[config.mk]
export PLATFORM = sky130hd
export DESIGN_NAME = mlaccel_qpi_rx
export DESIGN_NICKNAME = d
export VERILOG_FILES = /design/src/rtl/mlaccel_qpi_pkg.sv /design/src/rtl/mlaccel_qpi_fifo.sv /design/src/rtl/mlaccel_qpi_rx.sv
export SDC_FILE = /design/constraint.sdc
export NUM_CORES = 1
export LEC_CHECK = 0
export ABC_AREA = 1
export ABC_CLOCK_PERIOD_IN_PS = 5800
export BUFFER_PORTS_ARGS = -buffer_cell sky130_fd_sc_hd__buf_2
export CAP_MARGIN = 0
export CORE_MARGIN = 2
export CORE_UTILIZATION = 37
export CTS_CLUSTER_SIZE = 10
export DETAILED_ROUTE_END_ITERATION = 8
export MAX_ROUTING_LAYER = met4
export SETUP_SLACK_MARGIN = 0.05
export SLEW_MARGIN = 20
export SYNTH_ARGS = -nofsm -noshare
export SYNTH_HDL_FRONTEND = slang
export SYNTH_HIERARCHICAL = 1
export SYNTH_SLANG_ARGS = --single-unit
[constraint.sdc]
create_clock -name clock -period 5.8 [get_ports clock]
set_input_delay 0.29 -clock clock [delete_from_list [all_inputs] [get_ports clock]]
set_output_delay 0.29 -clock clock [all_outputs]
set_load 0.02 [all_outputs]
[src/rtl/mlaccel_qpi_pkg.sv]
// Shared types and defaults for the QPI slave receive front end.
package mlaccel_qpi_pkg;

  localparam int DEF_FIFO_DEPTH = 16;
  localparam int DEF_RDY_MARGIN = 4;

  typedef enum logic [1:0] {
    IDLE = 2'd0,
    HI   = 2'd1,
    LO   = 2'd2
  } qpi_state_e;

  typedef struct packed {
    logic       first;
    logic [7:0] data;
  } qpi_payload_t;

  localparam int PAYLOAD_W = $bits(qpi_payload_t);

endpackage

[src/rtl/mlaccel_qpi_fifo.sv]
// Synchronous show-ahead FIFO; an extra pointer MSB separates full from empty.
module mlaccel_qpi_fifo
  import mlaccel_qpi_pkg::*;
#(
  parameter int DEPTH = DEF_FIFO_DEPTH,
  parameter int WIDTH = PAYLOAD_W,
  localparam int AW   = $clog2(DEPTH)
) (
  input  logic             clock,
  input  logic             resetn,
  input  logic             wr_en,
  input  logic [WIDTH-1:0] wr_data,
  input  logic             rd_en,
  output logic [WIDTH-1:0] rd_data,
  output logic             full,
  output logic             empty,
  output logic [AW:0]      free
);

  localparam logic [AW:0] DEPTH_W = (AW + 1)'(DEPTH);

  logic [WIDTH-1:0] mem [DEPTH];
  logic [AW:0]      wr_ptr;
  logic [AW:0]      rd_ptr;
  logic             do_wr;
  logic             do_rd;

  assign empty   = (wr_ptr == rd_ptr);
  assign full    = (wr_ptr[AW] != rd_ptr[AW]) && (wr_ptr[AW-1:0] == rd_ptr[AW-1:0]);
  assign free    = DEPTH_W - (wr_ptr - rd_ptr);
  assign do_rd   = rd_en & ~empty;
  // A read in the same cycle frees the slot being written, so full is no obstacle.
  assign do_wr   = wr_en & (~full | do_rd);
  assign rd_data = mem[rd_ptr[AW-1:0]];

  // NOTE: non-blocking assignments keep every flop sampling pre-edge values,
  // so register order inside a block never changes behaviour.
  always_ff @(posedge clock or negedge resetn) begin
    if (!resetn) begin
      wr_ptr <= '0;
      rd_ptr <= '0;
    end else begin
      if (do_wr) wr_ptr <= wr_ptr + (AW + 1)'(1);
      if (do_rd) rd_ptr <= rd_ptr + (AW + 1)'(1);
    end
  end

  // NOTE: storage is intentionally not reset; pointers define validity and the
  // consumer side masks the read word while the FIFO is empty.
  always_ff @(posedge clock) begin
    if (do_wr) mem[wr_ptr[AW-1:0]] <= wr_data;
  end

endmodule

[src/rtl/mlaccel_qpi_rx.sv]
// QPI slave receive front end: synchronizes the host bus, packs nibbles into bytes
// and streams them out. Optional counters under MLACCEL_QPI_STATS_EN.
module mlaccel_qpi_rx
  import mlaccel_qpi_pkg::*;
#(
  parameter int FIFO_DEPTH = DEF_FIFO_DEPTH,
  parameter int RDY_MARGIN = DEF_RDY_MARGIN
) (
  input  logic        clock,
  input  logic        resetn,
  input  logic        qpi_csb,
  input  logic        qpi_clk,
  input  logic [3:0]  qpi_io,
  output logic        qpi_rdy,
  output logic        qpi_err,
  output logic        out_valid,
  input  logic        out_ready,
  output logic [7:0]  out_data,
  output logic        out_first,
  output logic        frame_end
`ifdef MLACCEL_QPI_STATS_EN
  ,
  output logic [15:0] stat_bytes,
  output logic [7:0]  stat_drops
`endif
);

  localparam int AW = $clog2(FIFO_DEPTH);
  localparam logic [AW:0] RDY_W = (AW + 1)'(RDY_MARGIN);

  // Bit 0 = s1, bit 1 = s2, bit 2 = s3.
  logic [2:0]   csb_sync;
  logic [2:0]   clk_sync;
  logic [3:0]   io_s1;
  logic [3:0]   io_s2;
  logic         clk_rise;
  logic         csb_fall;
  logic         csb_rise;

  qpi_state_e   st;
  qpi_state_e   st_next;
  logic         push;
  logic         latch_hi;
  logic         set_err;

  logic [3:0]   hi_nib;
  logic         first_pend;
  qpi_payload_t push_pl;
  qpi_payload_t rd_pl;
  logic         pop;
  logic         push_ok;
  logic         drop;
  logic         full;
  logic         empty;
  logic [AW:0]  free;
  logic [AW:0]  free_next;

  // The host holds qpi_io steady around its clock edge, so the data bus only
  // needs to be delayed in step with the qpi_clk synchronizer.
  always_ff @(posedge clock or negedge resetn) begin
    if (!resetn) begin
      csb_sync <= 3'b111;
      clk_sync <= 3'b000;
      io_s1    <= '0;
      io_s2    <= '0;
    end else begin
      csb_sync <= {csb_sync[1:0], qpi_csb};
      clk_sync <= {clk_sync[1:0], qpi_clk};
      io_s1    <= qpi_io;
      io_s2    <= io_s1;
    end
  end

  assign clk_rise = clk_sync[1] & ~clk_sync[2];
  assign csb_fall = ~csb_sync[1] & csb_sync[2];
  assign csb_rise = csb_sync[1] & ~csb_sync[2];

  always_ff @(posedge clock or negedge resetn) begin
    if (!resetn) st <= IDLE;
    else         st <= st_next;
  end

  // NOTE: every output of this block gets a default first; a path that leaves
  // one unassigned would infer a latch.
  always_comb begin
    st_next  = st;
    push     = 1'b0;
    latch_hi = 1'b0;
    set_err  = 1'b0;
    unique case (st)
      IDLE: if (csb_fall) st_next = HI;
      HI: begin
        if (csb_rise) begin
          st_next = IDLE;
        end else if (clk_rise) begin
          latch_hi = 1'b1;
          st_next  = LO;
        end
      end
      LO: begin
        if (csb_rise) begin
          set_err = 1'b1;
          st_next = IDLE;
        end else if (clk_rise) begin
          push    = 1'b1;
          st_next = HI;
        end
      end
      default: st_next = IDLE;
    endcase
  end

  assign push_pl   = '{first: first_pend, data: {hi_nib, io_s2}};
  assign out_valid = ~empty;
  assign pop       = out_valid & out_ready;
  assign push_ok   = push & (~full | pop);
  assign drop      = push & full & ~pop;
  assign out_data  = out_valid ? rd_pl.data : 8'h00;
  assign out_first = out_valid & rd_pl.first;

  always_comb begin
    free_next = free;
    if (pop)     free_next = free_next + (AW + 1)'(1);
    if (push_ok) free_next = free_next - (AW + 1)'(1);
  end

  always_ff @(posedge clock or negedge resetn) begin
    if (!resetn) begin
      hi_nib     <= '0;
      first_pend <= 1'b0;
      qpi_err    <= 1'b0;
      frame_end  <= 1'b0;
      qpi_rdy    <= 1'b0;
    end else begin
      frame_end <= csb_rise;
      qpi_rdy   <= (free_next >= RDY_W);
      if (latch_hi) hi_nib <= io_s2;
      if (csb_fall)  first_pend <= 1'b1;
      else if (push) first_pend <= 1'b0;
      if (csb_fall)            qpi_err <= 1'b0;
      else if (set_err | drop) qpi_err <= 1'b1;
    end
  end

  mlaccel_qpi_fifo #(
    .DEPTH (FIFO_DEPTH),
    .WIDTH (PAYLOAD_W)
  ) u_fifo (
    .clock   (clock),
    .resetn  (resetn),
    .wr_en   (push),
    .wr_data (push_pl),
    .rd_en   (pop),
    .rd_data (rd_pl),
    .full    (full),
    .empty   (empty),
    .free    (free)
  );

`ifdef MLACCEL_QPI_STATS_EN
  always_ff @(posedge clock or negedge resetn) begin
    if (!resetn) begin
      stat_bytes <= '0;
      stat_drops <= '0;
    end else begin
      if (push_ok) stat_bytes <= stat_bytes + 16'd1;
      if (drop && stat_drops != 8'hFF) stat_drops <= stat_drops + 8'd1;
    end
  end
`endif

endmodule
==> reports/results.ini, run 1 <==
[sta]
max-slew-margin-rel = 0.3456
post-route-period-util = 0.6044
tightest_slew_ps = 981.6
hold_viol_final = 0
min_period_ps = 3506
maxSlewViolCount = 0
setup_tns_ps = 0
skew_ps = 15.62
finalSetupViolations = 0
fmax_mhz = 285.3
hold_slack_ps = 350.6
rsz0062_at_grt = no

[clock_network]
h-tree-depth = 4
clk_pin_slew_ps = 70
hold_buffers = 7
cts_resized = 0
clk_path_buf_depth = 2
post_cts_buffers = 0
root_buffer = clkbuf_16
clk_latency_ps = 430
cts_buffers = 17
tritoncts = built
cts_sinks = 178

[synthesis]
synth_top_area_share = 0.5195
synth.avg_cell_area_um2 = 9.447
synthCells = 881
yosys-top-cells-area = edfxtp_1 52%, nand2_1 13%, dfrtp_1 9.3%
ys_seq_elements = 178
netlist.top_cell.by_area = edfxtp_1
synth_top_family_by_area = simple AND/OR/NAND/NOR gates
synth_edf_count = 144
synth_mux_area_frac = 0.005412
synth_area_mm2 = 0.008323
ys_types = 35
synth_compound_area_frac = 0.008268
synth-seq-area-share = 0.6222
synth_flop_cell = edfxtp_1
ys_async_sr_fraction = 0.1910
syn_nets = 905
synth_xor_area_frac = 0.01052
yosys.area_share.adder = 0.02345
yosys_warnings = 6
synth-simple-area-share = 0.2287

[run]
maxCapViolCount = 0

[critical_path]
worst-setup-path-type = reg -> reg
critPathArrivalTime_ps = 3550
startpoint = u_fifo/rd_ptr[2]
worst-path-max-fanout = 21
endpoint_kind = flip-flop
crit_required_ps = 5850
startpoint_type = flip-flop
reg2reg_from = u_fifo/rd_ptr[2]

[finish]
final_core_util = 0.4218
final_layout_size_suffix_gt1_frac = 0.08753
antennaDiodeCount = 0
nets = 925
instances_no_fill = 1194
fillers = 2162
areaGrowthSynthToFinish_pct = 11.27

[power]
p_leak_uw = 0.004204
power_density_mw_per_mm2 = 483.2
total_power_uw = 4475
vdd_drop_max_v = 0.0003069

[placement]
portBuffers = 21
placedCellCount = 1155
gp_congestion = 0.8344
hpwl_um = 12280

[global_routing]
grt-ovfl-total = 0
grt_max_degree = 75
grt_pass1_wl_um = 30300
antenna_found_initial = 0
grt_util_all_layers = 0.1762
grt_pass1_vias = 5532

[drt]
drc = 0
drtIter0Drc = 515
viasPerCell = 4.674
wl_um = 19400
drtPass1Iterations = 5
detail-route-antenna-nets = 0
wl_per_cell_um = 16.25
vias = 5581

[outcome]
outcome = finished clean

[floorplan]
core-area_mm2 = 0.02196
die-area_mm2 = 0.02371
die_h_um = 154.0
start_util = 0.3790
die-width_um = 154.0
io_pins = 22
placementRows = 54

[worst_hold_path]
hold_path_class = reg -> reg
min_from = io_s1[2]

[critical path, cell delays in order, from the launching register on]
cell	delay, ps
dfrtp_1	700
ha_1	380
nand2_1	100
nor2_1	70
nand2_1	90
inv_1	210
clkinv_4	140
nand2_4	60
inv_2	100
inv_1	70
nand3_2	130
nand2_2	360
nor2_1	710
[Yosys cell counts (2+ instances only)]
cell type,number
a21oi_1,5
buf_1,2
buf_2,20
buf_6,2
clkbuf_1,5
clkinv_1,2
dfrtp_1,31
dfstp_2,3
edfxtp_1,144
ha_1,14
inv_1,175
inv_2,4
mux2_2,4
nand2_1,284
nand2_2,4
nand3_1,107
nand3_2,2
nor2_1,39
nor2_2,3
nor2_4,2
nor3_1,2
o21ai_0,6
xnor2_1,3
xor2_1,7
[sequential cells by signal (all words and copies together) (netlist names), 2 cells and up]
signal         count
csb_sync           3
clk_sync           3
io_s1              4
hi_nib             4
u_fifo/rd_ptr      5
u_fifo/wr_ptr      5
io_s2              4
u_fifo/mem       144
st                 2
[per-stage QoR]
stage	cell area, um2	setup slack, ps
3_5_place_dp	8646	2357
6_report	9261	2294
2_1_floorplan	8323	2976
5_1_grt	9261	2093
3_3_place_gp	8646	2421
4_1_cts	9261	2351
[per-layer routing]
layer	global-route usage	part of all wire	vias up
li1	-	-	2790
met1	0.2320	0.47	2626
met2	0.2765	0.47	140
met3	0.03664	0.047	25
met4	0.05207	0.013	0
met5	-	0	-
[cells by family (layout without fill, tap and decap cells)]
logic type                 after synthesis  count (layout)
and+or+nand+nor                        449             449
muxes                                    4               4
xor gates and xnor gates                10              10
buffers and inverters                  212             245
AOI/OAI and AO/OA                       13              13
adders and majority gates               15              15
DFF                                    178             178
[path summary, 6_finish.rpt]
| check | slack [ps] | depth (start not counted) | to |
|---|---|---|---|
| setup reg to reg | 2290 | 12 | u_fifo/mem[9][6] |
| min in group asynchronous | 480 | 2 | io_s1[0] |
| setup / recovery | 2290 | 12 | u_fifo/mem[9][6] |
| max in group asynchronous | 4780 | 2 | u_fifo/rd_ptr[0] |
| hold reg to reg | 350 | 0 | io_s2[2] |
| hold / removal | 350 | 0 | io_s2[2] |
[area by class of cell]
class | count | area (um2) | share of cell area
timing repair buffer | 31 | 197.7 | 0.02135
clock inverter | 9 | 66.31 | 0.007160
multi-input combinational | 491 | 2300 | 0.2483
tap | 280 | 350.3 | 0.03783
inverter | 182 | 688.2 | 0.07430
sequential | 178 | 5180 | 0.5593
clock buffer | 23 | 479.2 | 0.05174
[cell usage in the layout, fill, tap and decap left out, drive strengths merged]
master,n
nor2,44
ha,14
and2,1
nand3b,1
dlygate4sd3,7
o41ai,1
nand4,1
clkbuf,23
nor3,3
fa,1
edfxtp,144
xnor2,3
clkinv,5
dfrtp,31
o21ai,7
mux2,4
dfstp,3
a21oi,5
buf,24
xor2,7
nand3,110
nand2,289
inv,186
[power breakdown]
part / leakage (uW) / switching, uW / internal (uW)
sequential: 0.00170 / 173 / 1510
combinational: 0.00223 / 1190 / 535
clock: 0.000275 / 478 / 592
total: 0.00420 / 1840 / 2630
No activity file was read; power rests on OpenSTA's default activity.
==> run 2, diff against run 1 <==
ABC_AREA = 0   (was 1)
ABC_CLOCK_PERIOD_IN_PS = 2900   (was 5800)
clock period = 2.9 ns   (was 5.8 ns; I/O delays follow)
==> run 2 against run 1 <==
Clock power up 110%. Via count is 32% lower. Die area fell by 11%.
==> reports/results.ini, run 2 <==
[sta]
setup_tns_ps = 0  ; unchanged
post-route-period-util = 0.9321  ; +0.3277
rsz0062_at_grt = no
maxSlewViolCount = 0  ; unchanged
max-slew-margin-rel = 0.5060  ; +0.1604
hold_slack_ps = 234.0  ; -116.6 ps
fmax_mhz = 369.9  ; +30%
hold_viol_final = 0  ; unchanged
skew_ps = 7.442  ; -8.180 ps
finalSetupViolations = 0  ; unchanged
tightest_slew_ps = 741.0  ; -240.6 ps
min_period_ps = 2703  ; -802.4 ps

[worst_hold_path]
hold_path_class = in -> reg
min_from = out_ready

[synthesis]
yosys_warnings = 6  ; unchanged
synth_top_family_by_area = multiplexers
ys_async_sr_fraction = 0.1910  ; unchanged
synth_area_mm2 = 0.007352  ; -12%
yosys-top-cells-area = edfxtp_1 59%, dfrtp_1 11%, mux4_2 5.2%
ys_seq_elements = 178  ; unchanged
synth.avg_cell_area_um2 = 17.14  ; +81%
synth_mux_area_frac = 0.1166  ; +0.1112
yosys.area_share.adder = 0.02655  ; +0.003097
ys_types = 47  ; +34%
synth_top_area_share = 0.5882  ; +0.06861
synth_xor_area_frac = 0.02144  ; +0.01092
synth.most_common_cell = edfxtp_1
synth-seq-area-share = 0.7044  ; +0.08217
synth_compound_area_frac = 0.04646  ; +0.03819
synth-simple-area-share = 0.05735  ; -0.1713
netlist.top_cell.by_area = edfxtp_1
synthCells = 429  ; -51%
synth_edf_count = 144  ; unchanged
syn_nets = 453  ; -50%
synth_common_cells = 144 x edfxtp_1, 38 x mux2i_1, 31 x dfrtp_1, 17 x mux4_2, 17 x nand2_1
synth_flop_cell = edfxtp_1

[finish]
largest_reg_flops = 144  ; unchanged
final_cell_mix = 144 x edfxtp_1, 38 x mux2i_1, 30 x dfrtp_1
final_common_cell = edfxtp_1
antennaDiodeCount = 0  ; unchanged
fillers = 1705  ; -21%
areaGrowthSynthToFinish_pct = 15.21
nets = 500  ; -46%
final_layout_size_suffix_gt1_frac = 0.2131  ; +0.1256
finalInstanceArea_mm2 = 0.008471  ; -8.5%
final_core_util = 0.4352  ; +0.01346

[global_routing]
grt-ovfl-total = 0  ; unchanged
antenna_found_initial = 0  ; unchanged
grt_pass1_wl_um = 22800  ; -25%
grt_pass1_vias = 3956  ; -28%
grt_max_degree = 57  ; -24%
grt_util_all_layers = 0.1506  ; -0.02565

[critical_path]
cp_common_cell = buf_4
cpPeakStageDelay_ps = 440  ; -270 ps
reg2reg_from = u_fifo/wr_ptr[2]
crit_required_ps = 3070  ; -2780 ps
crit_slowest_cell = o31a_4
worst-path-max-fanout = 13  ; -38%
startpoint = u_fifo/wr_ptr[2]
critPathArrivalTime_ps = 2880  ; -670 ps
worst-setup-path-type = reg -> reg
startpoint_type = flip-flop
crit_chain = inv_1 -> ha_1 -> nand4_1 -> nor2_1 -> nand2b_1 -> inv_2 -> o31a_4 -> buf_4 -> and3_1 -> buf_4
endpoint_kind = flip-flop

[drt]
vias = 3793  ; -32%
wl_per_cell_um = 19.56  ; +20%
drc = 0  ; unchanged
wl_um = 14730  ; -24%
detail-route-antenna-nets = 0  ; unchanged
drtIter0Drc = 341  ; -34%
drtPass1Iterations = 4  ; -1
viasPerCell = 5.037  ; +7.8%

[clock_network]
clk_pin_slew_ps = 60  ; about the same
h-tree-depth = 4  ; unchanged
root_buffer = clkbuf_16
clk_latency_ps = 420  ; about the same
clk_path_buf_depth = 2  ; unchanged
tritoncts = built
cts_buffers = 17  ; unchanged
cts_sinks = 178  ; unchanged

[placement]
placed_area_mm2 = 0.007792  ; -9.9%
gp_congestion = 0.8035  ; -3.7%
hpwl_um = 9313  ; -24%
portBuffers = 21  ; unchanged

[power]
p_leak_uw = 0.003101  ; -26%
power_density_mw_per_mm2 = 1016  ; +110%
total_power_uw = 8604  ; +92%
vdd_drop_max_v = 0.0007618  ; +150%

[floorplan]
die-width_um = 145.0  ; -5.9%
io_pins = 22  ; unchanged
placementRows = 51  ; -5.6%
start_util = 0.3778  ; -0.001275
die-area_mm2 = 0.02101  ; -11%
die_h_um = 145.0  ; -5.9%
core-area_mm2 = 0.01946  ; -11%

[run]
maxCapViolCount = 0  ; unchanged

[outcome]
outcome = finished clean

-- run 2: cell types whose count changed after synthesis, moves of 17 or more --
cell,delta
mux2i_1,+38
inv_1,-161
nand2_1,-267
mux4_2,+17
nand3_1,-104
nor2_1,-30
-- run 2: critical path: cells and delay by family, from the launching register on --
kind                       cells  cell delay [ps]
and+or+nand+nor                4              650
buffers and inverters          4              590
AOI/OAI and AO/OA              1              440
DFF                            1              430
adders and majority gates      1              340
-- run 2: cell families (layout without fill, tap and decap cells) --
family / after synthesis / in the layout
AND/OR/NAND/NOR: 73 / 73
XOR/XNOR: 18 / 18
flip-flops: 178 / 178
AO/OA/AOI/OAI: 48 / 48
adder cells (fa/ha/maj): 15 / 15
multiplexers: 62 / 62
buffers and inverters: 35 / 94
-- run 2: what timing repair did --
action                                 CTS  global route
setup endpoints to repair                9           150
endpoints found under the hold margin   37             0
buffers inserted                         0             0
resized for setup                        1             6
hold buffers                             7             0
-- run 2: layer usage --
layer | routed length [um] | global-route usage
met5 | 0 | -
met4 | 269 | 0.05891
met3 | 562 | 0.03459
met2 | 7520 | 0.2436
met1 | 6372 | 0.1849
-- run 2: final timing paths --
| path | end | cells past startpoint | slack, ps |
|---|---|---|---|
| max in group asynchronous | u_fifo/rd_ptr[0] | 2 | 2070 |
| min in group asynchronous | clk_sync[0] | 2 | 310 |
| worst max register to register | u_fifo/mem[9][0] | 10 | 200 |
| worst min register to register | io_s2[2] | 0 | 350 |
| worst min-delay path | qpi_err | 4 | 230 |
| worst max-delay path | u_fifo/mem[9][0] | 10 | 200 |
-- run 2: layout make-up --
cell class,instances,area (um2),area share
repair buffers,47,325.3,0.03840
multi-input cells,216,1984,0.2343
inverters,16,60.06,0.007090
clock buffers,18,429.2,0.05066
flip-flops and latches,178,5180,0.6115
well taps,265,331.6,0.03914
clock inverters,13,160.2,0.01891
-- run 2: metrics by stage --
stage / worst slack [ps] / std cells
global placement: 160.7 / 715
global route: 54.84 / 753
detailed placement: 107.5 / 715
finish: 196.9 / 753
floorplan: 74.43 / 429
CTS: 53.77 / 753
-- run 2: power breakdown --
group          internal (uW)  switching [uW]  leakage (uW)  total [uW]
clock                   1350             925      0.000288        2280
sequential              3030             270       0.00169        3300
combinational           1290            1740       0.00112        3030
